[src/rtl/regfile_wr_arbiter.sv]
// Two-requester write-port arbiter for the register file: one holding slot per requester,
// round-robin drain, pending-write scoreboard. Define RFARB_FIXED_PRIO_EN for fixed priority (req0 wins).
module regfile_wr_arbiter #(
  parameter int DATA_W = 32,
  parameter int ADDR_W = 2
) (
  input  logic                 clk,
  input  logic                 reset,
  input  logic                 req0_valid,
  input  logic [ADDR_W-1:0]    req0_addr,
  input  logic [DATA_W-1:0]    req0_data,
  output logic                 req0_ready,
  input  logic                 req1_valid,
  input  logic [ADDR_W-1:0]    req1_addr,
  input  logic [DATA_W-1:0]    req1_data,
  output logic                 req1_ready,
  output logic                 rf_we,
  output logic [ADDR_W-1:0]    rf_waddr,
  output logic [DATA_W-1:0]    rf_wdata,
  output logic                 grant_id,
  output logic [2**ADDR_W-1:0] busy_mask
);

  localparam int NREG = 2**ADDR_W;

  logic [1:0]        req_valid;
  logic [ADDR_W-1:0] req_addr [2];
  logic [DATA_W-1:0] req_data [2];
  logic [1:0]        full_reg;
  logic [ADDR_W-1:0] addr_reg [2];
  logic [DATA_W-1:0] data_reg [2];
  logic [1:0]        grant;
  logic [1:0]        ready;
  logic              grant_idx;
  logic              both_pick;
  logic [NREG-1:0]   slot_mask [2];
  logic [NREG-1:0]   issue_mask;

  assign req_valid   = {req1_valid, req0_valid};
  assign req_addr[0] = req0_addr;
  assign req_addr[1] = req1_addr;
  assign req_data[0] = req0_data;
  assign req_data[1] = req1_data;

`ifdef RFARB_FIXED_PRIO_EN
  assign both_pick = 1'b0;
`else
  logic ptr_reg;

  // Priority flips to the other requester after every grant, so contention alternates.
  always_ff @(posedge clk) begin
    if (reset) begin
      ptr_reg <= 1'b0;
    end else if (|grant) begin
      ptr_reg <= ~grant_idx;
    end
  end

  assign both_pick = ptr_reg;
`endif

  always_comb begin
    grant = 2'b00;
    case (full_reg)
      2'b01:   grant = 2'b01;
      2'b10:   grant = 2'b10;
      2'b11:   grant = both_pick ? 2'b10 : 2'b01;
      default: grant = 2'b00;
    endcase
  end

  assign grant_idx  = grant[1];
  // A slot being drained this cycle may be refilled on the same edge.
  assign ready      = ~full_reg | grant;
  assign req0_ready = ready[0];
  assign req1_ready = ready[1];

  generate
    for (genvar gi = 0; gi < 2; gi++) begin : g_slot
      always_ff @(posedge clk) begin
        if (reset) begin
          full_reg[gi] <= 1'b0;
          addr_reg[gi] <= '0;
          data_reg[gi] <= '0;
        end else if (req_valid[gi] && ready[gi]) begin
          full_reg[gi] <= 1'b1;
          addr_reg[gi] <= req_addr[gi];
          data_reg[gi] <= req_data[gi];
        end else if (grant[gi]) begin
          full_reg[gi] <= 1'b0;
        end
      end

      assign slot_mask[gi] = full_reg[gi] ? (NREG'(1) << addr_reg[gi]) : '0;
    end
  endgenerate

  // Address/data/id hold while idle so the gated write clock sees stable inputs.
  always_ff @(posedge clk) begin
    if (reset) begin
      rf_we    <= 1'b0;
      rf_waddr <= '0;
      rf_wdata <= '0;
      grant_id <= 1'b0;
    end else if (|grant) begin
      rf_we    <= 1'b1;
      rf_waddr <= addr_reg[grant_idx];
      rf_wdata <= data_reg[grant_idx];
      grant_id <= grant_idx;
    end else begin
      rf_we    <= 1'b0;
    end
  end

  assign issue_mask = rf_we ? (NREG'(1) << rf_waddr) : '0;
  assign busy_mask  = slot_mask[0] | slot_mask[1] | issue_mask;

endmodule

[config.mk]
export PLATFORM = sky130hd
export DESIGN_NAME = regfile_wr_arbiter
export DESIGN_NICKNAME = d
export VERILOG_FILES = /design/src/rtl/regfile_wr_arbiter.sv
export SDC_FILE = /design/constraint.sdc
export NUM_CORES = 1
export LEC_CHECK = 0
export ABC_AREA = 1
export CELL_PAD_IN_SITES_DETAIL_PLACEMENT = 0
export CELL_PAD_IN_SITES_GLOBAL_PLACEMENT = 1
export CORE_UTILIZATION = 30
export CTS_CLUSTER_DIAMETER = 60
export DETAILED_ROUTE_END_ITERATION = 8
export PLACE_DENSITY = 0.71
export SLEW_MARGIN = 10
export SYNTH_ARGS = -nofsm -noshare
export SYNTH_HDL_FRONTEND = slang
export SYNTH_SLANG_ARGS = --single-unit
[constraint.sdc]
create_clock -name clk -period 1.8 [get_ports clk]
set_input_delay 0.27 -clock clk [delete_from_list [all_inputs] [get_ports clk]]
set_output_delay 0.27 -clock clk [all_outputs]
set_load 0.02 [all_outputs]
* Word-level counts from Yosys, hierarchy flattened
Memory sizes are Yosys's and may differ from the RTL's. A register that Yosys moved wholly into a read port is not among the register bits.
Index checks and enable logic that the tools add are counted.
** Storage, ports and cells
- Bits in registers :: 5
- RAM bits :: 68
- Input bits :: 72
- Output and inout port bits :: 42
- Word-level logic and storage cells :: 49
- Memories :: 2
** Memory list
- data_reg :: words 2, width 32, read ports 1, clocked after memory_dff 1, wr ports 2, line 31 : logic [DATA_W-1:0] data_reg [2];
- addr_reg :: words 2, width 2, read ports 3, clocked after memory_dff 1, wr ports 2, line 30 : logic [ADDR_W-1:0] addr_reg [2];
** Operators by class
- Equality and inequality tests :: 3
- Shift operators :: 3
- Mux-type cells :: 22
- Bitwise gates (word level) :: 9
- Reductions and logical operators :: 5
** Operators with widths (count)
- 2-to-1 mux 32 bit :: 2
- 2-to-1 mux 1 bit :: 13
- 2-to-1 mux 4 bit :: 3
- left shift 1 x 2 -> 4 bit (first input constant) :: 3
- bitwise OR 4 bit :: 2
- 2-to-1 mux 2 bit :: 3
- case mux 2 bit (3 select lines) :: 1
- == test 2 bit (second input constant) :: 2
- bitwise OR 1 bit :: 4
- nonzero test 2 bit :: 2
- == test 2 x 1 -> 1 bit (second input constant) :: 1
- logical AND 1 bit :: 2
- inverter 2 bit :: 1
- bitwise OR 2 bit :: 1
- OR reduction 2 bit :: 1
- inverter 1 bit :: 1

* Logic depth before layout (Yosys ltp)
Gate-level depths: netlist of the first run.
- Depth in word-level cells :: 8
- Gate-level depth with buffers :: 7
- Depth with buffers taken out :: 6

* Worst setup path after synthesis of the first run
OpenSTA, ideal clock, no wires.
- Path type :: input-to-reg
- From :: input port reset
- To :: memory addr_reg[0][0] (enable)
- Setup time :: 392 ps
- Data arrival time :: 1578 ps
- Data required time :: 1408 ps
- Slack :: -169 ps
- Stages on the path :: 4
- Buffers on the path :: 2
- Cells stage by stage :: buf_4 > clkinv_1 > clkbuf_1 > nand2_1
** RTL lines
- from (decl) :: line 8 : input logic reset,
- to (decl) :: line 30

* Worst setup path after layout of the first run
- From :: register full_reg[1]
- To :: output port req1_ready
** On the way
- Cells in the longest elaborated chain, start to end :: 3
- Elaborated cells between the ends (all ways) :: 6
- Classes of those cells :: eq/ne: 3; mux: 1; bitwise: 2
** Ends and longest elaborated chain
- from (decl) :: line 29 : logic [1:0] full_reg;
- from (signal, indexed assignment) :: line 82 : full_reg[gi] <= 1'b0;
- from (signal, indexed assignment) :: line 86 : full_reg[gi] <= 1'b1;
- from (signal, indexed assignment) :: line 90 : full_reg[gi] <= 1'b0;
- == test 2 bit or == test 2 x 1 -> 1 bit (tied branches) :: line 64 : case (full_reg)
- case mux 2 bit (3 select lines) :: line 64
- bitwise OR 2 bit * :: line 74 : assign ready = ~full_reg | grant;
- to (decl) :: line 16 : output logic req1_ready,
Mark *: on every way between the ends. The rest lies on a longest branch, timed or not.

==> results of run 1 <==
metrics by stage:
step           utilization  total power (uW)  hold WS (ns)  instance area (um2)
5_1_grt             0.4225              5854        0.4850                 6399
4_1_cts             0.4218              5673        0.4702                 6389
3_5_place_dp        0.4019              3704        0.4597                 6087
6_report            0.4225              5617        0.4680                 6399
2_1_floorplan            -              3286        0.4246                 4654
3_3_place_gp        0.4019              3691        0.4592                 6087
Yosys cell counts (all sizes together):
master,number,area share
a31oi,1,0.0013
clkbuf,4,0.0032
or2,1,0.0013
dfxtp,39,0.17
o221ai,2,0.0038
a21oi,23,0.025
inv,112,0.090
clkinv,1,0.00081
nand3,54,0.060
nor2,70,0.058
a211oi,1,0.0027
edfxtp,68,0.44
nand2,139,0.12
buf,22,0.031
worst max path at each step:
stage | end | slack (ns) | cells past startpoint
floorplan | addr_reg[0][0] | 0.14 | 4
global placement | addr_reg[1][1] | -0.08 | 5
detailed placement | data_reg[1][31] | -0.05 | 5
CTS | req1_ready | 0.02 | 3
global route | req1_ready | 0.03 | 3
finish | req1_ready | 0.1 | 3
repair_timing:
item | 4_1_cts | 5_1_grt
buffers inserted | 0 | 0
endpoints found under the setup margin | 6 | 1
hold buffers | 0 | 0
gates resized for setup | 8 | 3
worst max-delay path: stages, from the launching register on:
cell and delay [ns]:
dfxtp_4 0.44, buf_12 0.18, nand3_2 0.12, dlygate4sd2_1 0.35
kinds of logic after synthesis:
kind of cell | after synthesis
simple gates | 264
flops | 107
buf+inv | 139
compound gates | 27
power by group through the flow:
stage	combinational [uW]	sequential [uW]	clock, uW
final	783	2850	1980
after global routing	864	2870	2120
after CTS	791	2860	2030
after detailed placement	793	2910	0
after global placement	782	2910	0
after floorplan	340	2950	0
cells in the final DEF, fill, tap and decap left out:
master / netlist / routed
nand2_1: 135 / 134
inv_1: 111 / 111
clkdlybuf4s50_1: 0 / 107
nor2_1: 69 / 69
edfxtp_1: 68 / 68
nand3_1: 52 / 52
dfxtp_1: 39 / 37
a21oi_1: 23 / 23
buf_4: 9 / 13
clkbuf_16: 0 / 9
buf_12: 0 / 7
dlygate4sd2_1: 0 / 6
nand2_2: 3 / 4
o221ai_1: 2 / 2
nand3_2: 2 / 2
clkinv_1: 1 / 2
nand2_4: 1 / 1
inv_2: 1 / 1
a31oi_1: 1 / 1
or2_2: 1 / 1
nor2_4: 1 / 1
a211oi_2: 1 / 1
inv_6: 0 / 1
clkbuf_8: 0 / 1
clkinv_2: 0 / 1
bufinv_16: 0 / 1
clkinv_4: 0 / 1
clkinvlp_4: 0 / 1
dfxtp_2: 0 / 1
dfxtp_4: 0 / 1
routing by layer:
metal	GRT usage	up-vias	share of wire
met3	0.03543	13	0.062
met1	0.1693	1660	0.43
met4	0.06024	0	0.019
met5	0	-	0
li1	-	1876	-
met2	0.2538	92	0.49
final cells by class:
class	count	area share
clock buffers	10	0.03735
well taps	188	0.03676
flip-flops and latches	107	0.4419
clock inverters	6	0.009973
inverters	113	0.06629
multi-input cells	291	0.1950
repair buffers	133	0.2127
==> results.json, run 1 <==
{
  "outcome": "finished, final reports clean",
  "first_pass_iters": 4,
  "drv_cap": 0,
  "drc_errors": 0,
  "fin_tns_setup_ns": 0,
  "cp-start-kind": "flip-flop",
  "clock_latency_ns": 0.34,
  "clkSinkCount": 107,
  "multiInputGateArea_um2": 1247,
  "grt_use_total": 0.1449,
  "seqPwrFrac": 0.508,
  "ir_drop_v": 0.0004443,
  "synth_seq_cells": 107,
  "yosysWarnings": 0,
  "cts_buffers": 9,
  "worst_slack_ns": 0.09530,
  "critPathKind": "reg2out",
  "grt_pass1_vias": 3725,
  "vias": 3641,
  "cts_root_buf": "clkbuf_16",
  "grt_max_degree": 29,
  "n_fill_cell": 1516,
  "die_area_um2": 16010,
  "endpoint_kind": "primary output",
  "port_buffers": 113,
  "wl_per_cell_um": 13.28,
  "largest_reg_flops": 64,
  "period_share": 0.9471,
  "fmax_mhz": 586.6,
  "first_iter_violations": 165,
  "p_per_area_nw_per_um2": 877.8,
  "crit_arrival_ns": 1.43,
  "n_antenna_cell": 0,
  "cts_buffer_depth": 2,
  "p_sw_uw": 1343,
  "die_w_um": 126.5,
  "switching_share": 0.2391,
  "fp-row-count": 45,
  "clkTransAtPathRegs_ns": 0.07,
  "core_area_um2": 15150,
  "final_hold_viol_count": 0,
  "tightestPinTransition_ns": 0.3661,
  "worstRegToRegCells": 4,
  "ys_seq_area_frac": 0.6068,
  "setup_viol": 0,
  "syn-cell-area_um2": 4652,
  "hp-class": "reg2reg",
  "synth-adder-area-share": 0,
  "fin_cells": 848,
  "cp.required_ns": 1.53,
  "r2r-start": "full_reg[1]",
  "combPwrFrac": 0.139,
  "cts_tree": "done",
  "intPower_uw": 4274,
  "ff2ff_setup_slack_ns": 0.15,
  "vias_per_cell": 4.294,
  "clock_skew_ns": 0.005079,
  "r2r-end": "data_reg[1][3]",
  "dp_cells": 832,
  "worst_hold_path.num_cells": 2,
  "num_io_pins": 114,
  "regArea_um2": 2828,
  "gp_congestion": 0.7893,
  "initial_core_util": 0.3071,
  "hp-start": "rf_wdata[20]",
  "muxShareOfSynthArea": 0,
  "synth_nets": 609,
  "dieHeight_um": 126.5,
  "grt_first_pass_wirelength_um": 17720,
  "postSynthCellCount": 537,
  "synth_compound_area_frac": 0.03254,
  "synth_top_family_by_area": "simple AND/OR/NAND/NOR gates",
  "cts_htree_levels": 3,
  "dp_worst_setup_slack_ns": -0.05491,
  "hpwl_um": 8142,
  "slew_headroom": 0.7548,
  "clockPowerShare": 0.352,
  "grt_overflow": 0,
  "syn_area_per_cell_um2": 8.663,
  "slew_viol_final": 0,
  "rsz0062_at_grt": "no",
  "routed_wl_um": 11260,
  "yosys.area_share.simple": 0.2351,
  "antenna_found_initial": 0,
  "drive_above_1_share": 0.07273,
  "critical_path.max_fanout": 20,
  "critPathLaunch": "full_reg[1]",
  "p_leak_uw": 0.002990,
  "synth_cell_types": 21,
  "hold_end": "rf_wdata[20]",
  "ant_nets": 0,
  "period_minus_slack_ns": 1.705,
  "synth-xor-area-share": 0,
  "nets": 727,
  "syn_to_final_growth_pct": 37.55
}
No activity file was read; power rests on OpenSTA's default activity.
==> inputs of run 2 (changes only) <==
Settings changed: CORE_UTILIZATION 30 to 33, HOLD_SLACK_MARGIN set to 0.05, PLACE_DENSITY 0.71 to 0.77.
==> results.json, run 2 (synthesized netlist as in run 1, its figures left out) <==
{
  "fmax_mhz": 581.9,
  "cts_buffer_depth": 2,
  "drive_above_1_share": 0.07402,
  "critPathKind": "reg2out",
  "setup_viol": 0,
  "first_iter_violations": 169,
  "p_leak_uw": 0.002988,
  "clkTransAtPathRegs_ns": 0.07,
  "p_per_area_nw_per_um2": 884.4,
  "cp-start-kind": "flip-flop",
  "period_share": 0.9547,
  "die_w_um": 120.7,
  "period_minus_slack_ns": 1.718,
  "cts_buffers": 9,
  "nets": 730,
  "cts_root_buf": "clkbuf_16",
  "antenna_found_initial": 0,
  "gp_congestion": 0.8095,
  "drc_errors": 0,
  "ir_drop_v": 0.0004115,
  "first_pass_iters": 6,
  "clock_latency_ns": 0.34,
  "fp-row-count": 43,
  "tightestPinTransition_ns": 0.2911,
  "vias": 3617,
  "crit_arrival_ns": 1.45,
  "dieHeight_um": 120.7,
  "clkSinkCount": 107,
  "cts_htree_levels": 3,
  "syn_to_final_growth_pct": 36.82,
  "grt_use_total": 0.1556,
  "initial_core_util": 0.3364,
  "slew_headroom": 0.8067,
  "hp-class": "reg2reg",
  "num_io_pins": 114,
  "die_area_um2": 14580,
  "final_hold_viol_count": 0,
  "n_antenna_cell": 0,
  "endpoint_kind": "primary output",
  "grt_max_degree": 28,
  "clock_skew_ns": 0.006533,
  "routed_wl_um": 10650,
  "dp_cells": 827,
  "final_cell_mix": "nand2_1, inv_1, clkdlybuf4s50_1",
  "grt_overflow": 0,
  "core_area_um2": 13830,
  "grt_pass1_vias": 3690,
  "cp.required_ns": 1.53,
  "outcome": "finished, final reports clean",
  "port_buffers": 113,
  "wl_per_cell_um": 12.65,
  "largest_reg_flops": 64,
  "vias_per_cell": 4.296,
  "mostFrequentLayoutCell": "nand2_1",
  "drv_cap": 0,
  "slew_viol_final": 0,
  "critical_path.max_fanout": 13,
  "fin_cells": 842,
  "fin_tns_setup_ns": 0,
  "ant_nets": 0,
  "cts_tree": "done",
  "hpwl_um": 7917,
  "rsz0062_at_grt": "no",
  "grt_first_pass_wirelength_um": 17190
}
run 2: final cells by class:
type	count	area [um2]
clock buffers	13	270.3
clock inverters	2	35.03
fillers	1320	7462
inverters	113	424.2
multi-input cells	291	1247
flip-flops and latches	107	2824
well taps	180	225.2
repair buffers	136	1339
run 2: stage by stage:
| step | instance area [um2] | setup WS (ns) | hold WS, ns | total power, uW | util |
|---|---|---|---|---|---|
| after floorplan | 4654 | 0.1417 | 0.4246 | 3286 | - |
| after global placement | 6062 | 0.1156 | 0.4583 | 3671 | 0.4384 |
| after detailed placement | 6062 | 0.03949 | 0.4582 | 3691 | 0.4384 |
| after CTS | 6360 | 0.01437 | 0.4678 | 5671 | 0.4600 |
| after global routing | 6365 | 0.005008 | 0.4858 | 5848 | 0.4603 |
| final | 6365 | 0.08161 | 0.4673 | 5629 | 0.4603 |
run 2: what timing repair did:
item / CTS / global route
setup buffers: 0 / 0
gates resized for setup: 6 / 2
hold buffers: 0 / 0
hold endpoints to repair: 0 / 0
endpoints found under the setup margin: 6 / 2
run 2: power breakdown:
group          internal (uW)  switching [uW]  total, uW
Sequential              2780            72.2       2850
Clock                   1180             825       2010
Combinational            367             399        766
run 2: final timing paths:
kind / from / slack [ns] / depth (start not counted) / end
max: full_reg[0] / 0.08 / 3 / req0_ready
min: rf_wdata[16] / 0.47 / 2 / rf_wdata[16]
max reg2reg: full_reg[0] / 0.24 / 6 / data_reg[1][25]
min reg2reg: rf_wdata[16] / 0.47 / 2 / rf_wdata[16]
run 2: per-layer routing:
metal | global-route usage | wire length (um) | vias up
met2 | 0.2780 | 5359 | 86
met5 | 0 | 0 | -
met3 | 0.03396 | 536 | 12
li1 | - | - | 1880
met1 | 0.1843 | 4613 | 1639
met4 | 0.05093 | 140 | 0
run 2: critical path, cell delays in order (launching register included):
cell           delay, ns
dfxtp_1             0.38
buf_4               0.25
nand2_2             0.11
dlygate4sd2_1       0.36
==> variant 1 (settings of run 1) <==
The parameter `DATA_W` goes from 32 to 16.
--- a/src/rtl/regfile_wr_arbiter.sv
+++ b/src/rtl/regfile_wr_arbiter.sv
@@ -1,7 +1,7 @@
 // Two-requester write-port arbiter for the register file: one holding slot per requester,
 // round-robin drain, pending-write scoreboard. Define RFARB_FIXED_PRIO_EN for fixed priority (req0 wins).
 module regfile_wr_arbiter #(
-  parameter int DATA_W = 32,
+  parameter int DATA_W = 16,
   parameter int ADDR_W = 2
 ) (
   input  logic                 clk,
Interface: changed (resized req0_data, req1_data and rf_wdata); port bits go from 114 to 66. The function was not compared with the original's and may differ.
==> variant 1 against run 1 <==
- the flow now finishes with violations (design-rule violations)
- design area down 41%
- critical endpoint is now req0_ready
- highest routed layer unchanged
- first-iteration DRC count down 56%
- worst setup slack better by 0.017 ns
- power down 40%
- combinational power down 33%
- synthesized cell count down 44%
- routed wire length down 45%
- sequential cell count down 48
- synthesized area down 41%
- fmax up 0.98%
- sequential share of layout area down 3.6 points
==> variant 1: results (changes against run 1) <==
metric,value,unit,change
nets,422,,-42%
synth_compound_area_share,2.397,%,-0.86 points
clock_latency,0.34,ns,about the same
clk_pin_slew,0.06,ns,
drt_iter0_markers,72,,-56%
wl_per_cell,12.45,µm,-6.2%
postRouteWirelength,6152,µm,-45%
min_path_type,register to register,,
synth_common_cells,"inv_1, nand3_1, nand2_1",,
cts_root_buf,clkbuf_8,,
p_leak,1.765,nW,-41%
postPlaceCellArea,3586,µm²,-41%
p_clk_share,37.6,%,+2.4 points
dr.pass1.iters,6,,+2
switching_share,23.99,%,+0.081 points
synth.distinct_cells,21,,unchanged
ir_drop,0.3659,mV,-18%
grt_pass1_wl,10230,µm,-42%
fin_skew,0.007081,ns,+0.002002 ns
placedCellCount,479,,-42%
min_period,1.688,ns,-0.01657 ns
reg2reg_from,full_reg[0]$_SDFFE_PP0P_,,
violations,design-rule violations,,
worstReg2RegEnd,data_reg[1][10]$_SDFFCE_PN0P_,,
p_seq,1.58,mW,-45%
drc,3,,+3
portBuffers,65,,-42%
worstHoldEndpoint,grant_id$_SDFFE_PP0P_,,
synth_seq_area_share,55.72,%,-5.0 points
synth_edf_count,36,,-47%
worst_slack,0.1119,ns,+0.01657 ns
place_hpwl,4416,µm,-46%
largest_register_ffs,32,,-50%
synth_area_leaders,"edfxtp_1, dfxtp_1, nand3_1",,
rrSetupSlack,0.35,ns,+0.20 ns
r2r_cells,3,,-1
timing.hold.ws,0.4764,ns,+0.008461 ns
viasPerCell,4.338,,+1.0%
grt_pass1_vias,2190,,-41%
path_max_fanout,10,,-50%
power.total,3.369,mW,-40%
place.gp.congestion,0.7564,,-4.2%
status,"complete, but fails checks",,
relSlewSlack,70.76,%,-4.7 points
syn-num-nets,343,,-44%
grtUsageTotal,14.13,%,-0.35 points
hp-start,grant_id$_SDFFE_PP0P_,,
dp_slack,0.03649,ns,+0.09139 ns
synth_xor_area_share,0,%,unchanged
avgSynthCellArea,9.130,µm²,+5.4%
final_layout_size_suffix_gt1_share,16.32,%,+9.0 points
grt_antenna_before_repair,0,,unchanged
grt_max_degree,20,,-31%
[variant 1: worst max-delay path: stages, from the launching register on]
cell and delay, ns:
dfxtp_2 0.38, buf_6 0.18, nand2_4 0.06, inv_2 0.07, nand2_4 0.07, dlygate4sd2_1 0.33
[variant 1: logic make-up (layout without fill, tap and decap cells)]
family                 Yosys count  after routing
AO/OA/AOI/OAI                    8              8
buffers and inverters           78            161
flip-flops                      59             59
AND/OR/NAND/NOR                158            158
[variant 1: per-layer routing]
layer	part of all wire, %	global-route usage [%]
met1	44	16.31
met2	49	23.56
met3	5.2	4.080
met4	1.9	7.809
met5	0	0
[variant 1: timing repair]
item                       in CTS  in global routing
gates resized for setup         6                  4
gates cloned                    0                  0
setup endpoints to repair       6                  2
[variant 1: area by class of cell]
cell class | count | area, µm²
Clock inverter | 1 | 30.03
Timing Repair Buffer | 80 | 775.7
Tap cell | 108 | 135.1
Multi-Input combinational cell | 166 | 885.9
Inverter | 66 | 247.7
Clock buffer | 14 | 182.7
Sequential cell | 59 | 1544
Fill cell | 882 | 5005
[variant 1: how the worst max path moves through the flow]
stage                             start                            end  slack (ns)
6_report       full_reg[1]$_SDFFE_PP0P_                     req0_ready        0.11
3_3_place_gp                 req1_valid  data_reg[1][11]$_SDFFCE_PN0P_        0.07
2_1_floorplan  full_reg[1]$_SDFFE_PP0P_   addr_reg[0][0]$_SDFFCE_PN0P_        0.27
5_1_grt        full_reg[1]$_SDFFE_PP0P_                     req0_ready        0.04
3_5_place_dp                      reset  data_reg[0][15]$_SDFFCE_PN0P_        0.04
4_1_cts        full_reg[1]$_SDFFE_PP0P_                     req0_ready       0.001
==> variant 2 (config.mk and constraints of run 1) <==
Without the edit above. Reset style: asynchronous (`reset`), changed in 3 clocked blocks.
--- a/src/rtl/regfile_wr_arbiter.sv
+++ b/src/rtl/regfile_wr_arbiter.sv
@@ -48,7 +48,7 @@
   logic ptr_reg;
 
   // Priority flips to the other requester after every grant, so contention alternates.
-  always_ff @(posedge clk) begin
+  always_ff @(posedge clk or posedge reset) begin
     if (reset) begin
       ptr_reg <= 1'b0;
     end else if (|grant) begin
@@ -77,7 +77,7 @@
 
   generate
     for (genvar gi = 0; gi < 2; gi++) begin : g_slot
-      always_ff @(posedge clk) begin
+      always_ff @(posedge clk or posedge reset) begin
         if (reset) begin
           full_reg[gi] <= 1'b0;
           addr_reg[gi] <= '0;
@@ -96,7 +96,7 @@
   endgenerate
 
   // Address/data/id hold while idle so the gated write clock sees stable inputs.
-  always_ff @(posedge clk) begin
+  always_ff @(posedge clk or posedge reset) begin
     if (reset) begin
       rf_we    <= 1'b0;
       rf_waddr <= '0;
Behaviour: differs if reset is asserted again (counterexample within 4 cycles, from zero or initial values and one cycle with reset high); with reset held inactive, the same outputs for 10 cycles.
==> variant 2 against run 1 <==
- die area rose by 1.4%
- synthesized area is 1.4% higher
- sequential share of layout area shrank 2.6 points
- sequential cell count unchanged
- critical path depth grew 1
- worst hold slack worse by 0.095 ns
- design area up 0.59%
- count of clock-buffer cells in the layout increased by 1
- routed wire length grew 19%
- clock skew rose by 0.0024 ns
- worst setup slack got worse by 0.011 ns
- core utilization is 0.066 points lower
Power is not compared: it rests on default switching activity, and its combinational part moved more than twofold at a synthesized area within 25%.
==> variant 2: results (changes against run 1) <==
metric,value,unit,change
setup.worst_path.start,addr_reg[1]$_DFFE_PP0P_,,
worst_ep_arrival_time,1.45,ns,+0.02 ns
postPlaceCellArea,6128,µm²,+0.68%
syn_inst,583,,+8.6%
nets,766,,+5.4%
status,finished clean,,
synth_area_leaders,"dfrtp_1, nand2_1, nand3_1",,
place.gp.congestion,0.7805,,-1.1%
worstReg2RegEnd,data_reg[2]$_DFFE_PP0P_,,
synth_seq_area_share,56.75,%,-3.9 points
syn-num-nets,655,,+7.6%
viasPerCell,4.489,,+4.6%
wl_met1,6299,µm,+31%
min_path_type,primary input to asynchronous set/reset pin,,
synth-async-reset-ratio,100.0,%,+100 points
place_hpwl,9303,µm,+14%
r2r_cells,7,,+3
path_max_fanout,5,,-75%
reg2reg_from,full_reg[0]$_DFFE_PP0P_,,
routed-wl-met3,827,µm,+18%
synth.distinct_cells,15,,-29%
cts-resized-gates,7,,-1
slowest_stage,dfrtp_1,,
synth_common_cells,"nand2_1, nand3_1, dfrtp_1",,
post-cts-setup-buffers,0,,unchanged
synth_compound_area_share,0.4243,%,-2.8 points
final_layout_size_suffix_gt1_share,6.581,%,-0.69 points
use_met2,27.84,%,+2.5 points
max_stage_delay,0.46,ns,+0.02 ns
met1_usage,24.03,%,+7.1 points
yosysWarnings,0,,unchanged
drt_iter0_markers,211,,+28%
clock.fmax,582.9,MHz,-0.62%
grtUsageTotal,17.79,%,+3.3 points
rrSetupSlack,0.20,ns,+0.05 ns
cp_top_family,flip-flops,,
top_layer,met5,,
crit_end,busy_mask[1],,
wl_met2,6135,µm,+11%
fin_skew,0.007476,ns,+0.002398 ns
grt_pass1_wl,22040,µm,+24%
use_met3,5.360,%,+1.8 points
clock_latency,0.36,ns,+0.02 ns
synth_ff_type,dfrtp_1,,
tightest_slew,0.3985,ns,+0.03246 ns
placedCellCount,894,,+7.5%
variant 2: changes by cell type in the layout (fill, tap and decap cells not counted), moves of 2 or more:
| cell | change |
|---|---|
| nand2_1 | +150 |
| buf_12 | -4 |
| o221ai_1 | -2 |
| o211ai_1 | +2 |
| buf_4 | +7 |
| dfxtp_1 | -37 |
| dfrtp_1 | +106 |
| inv_1 | -83 |
| nand2_2 | -2 |
| clkinv_1 | -2 |
| edfxtp_1 | -68 |
| nor2_1 | -69 |
| a21oi_1 | -23 |
| nand3_1 | +67 |
variant 2: final cells by class:
type	count	area, µm²
timing repair buffer	136	1335
clock inverter	5	60.06
inverter	29	112.6
clock buffer	11	252.7
tap	211	264.0
fill	1539	8822
sequential	107	2679
multi-input combinational	411	1733
variant 2: tightest hold or removal path: cells and delay by family:
| kind | cells | cell delay, ns |
|---|---|---|
| buffers and inverters | 3 | 0.84 |
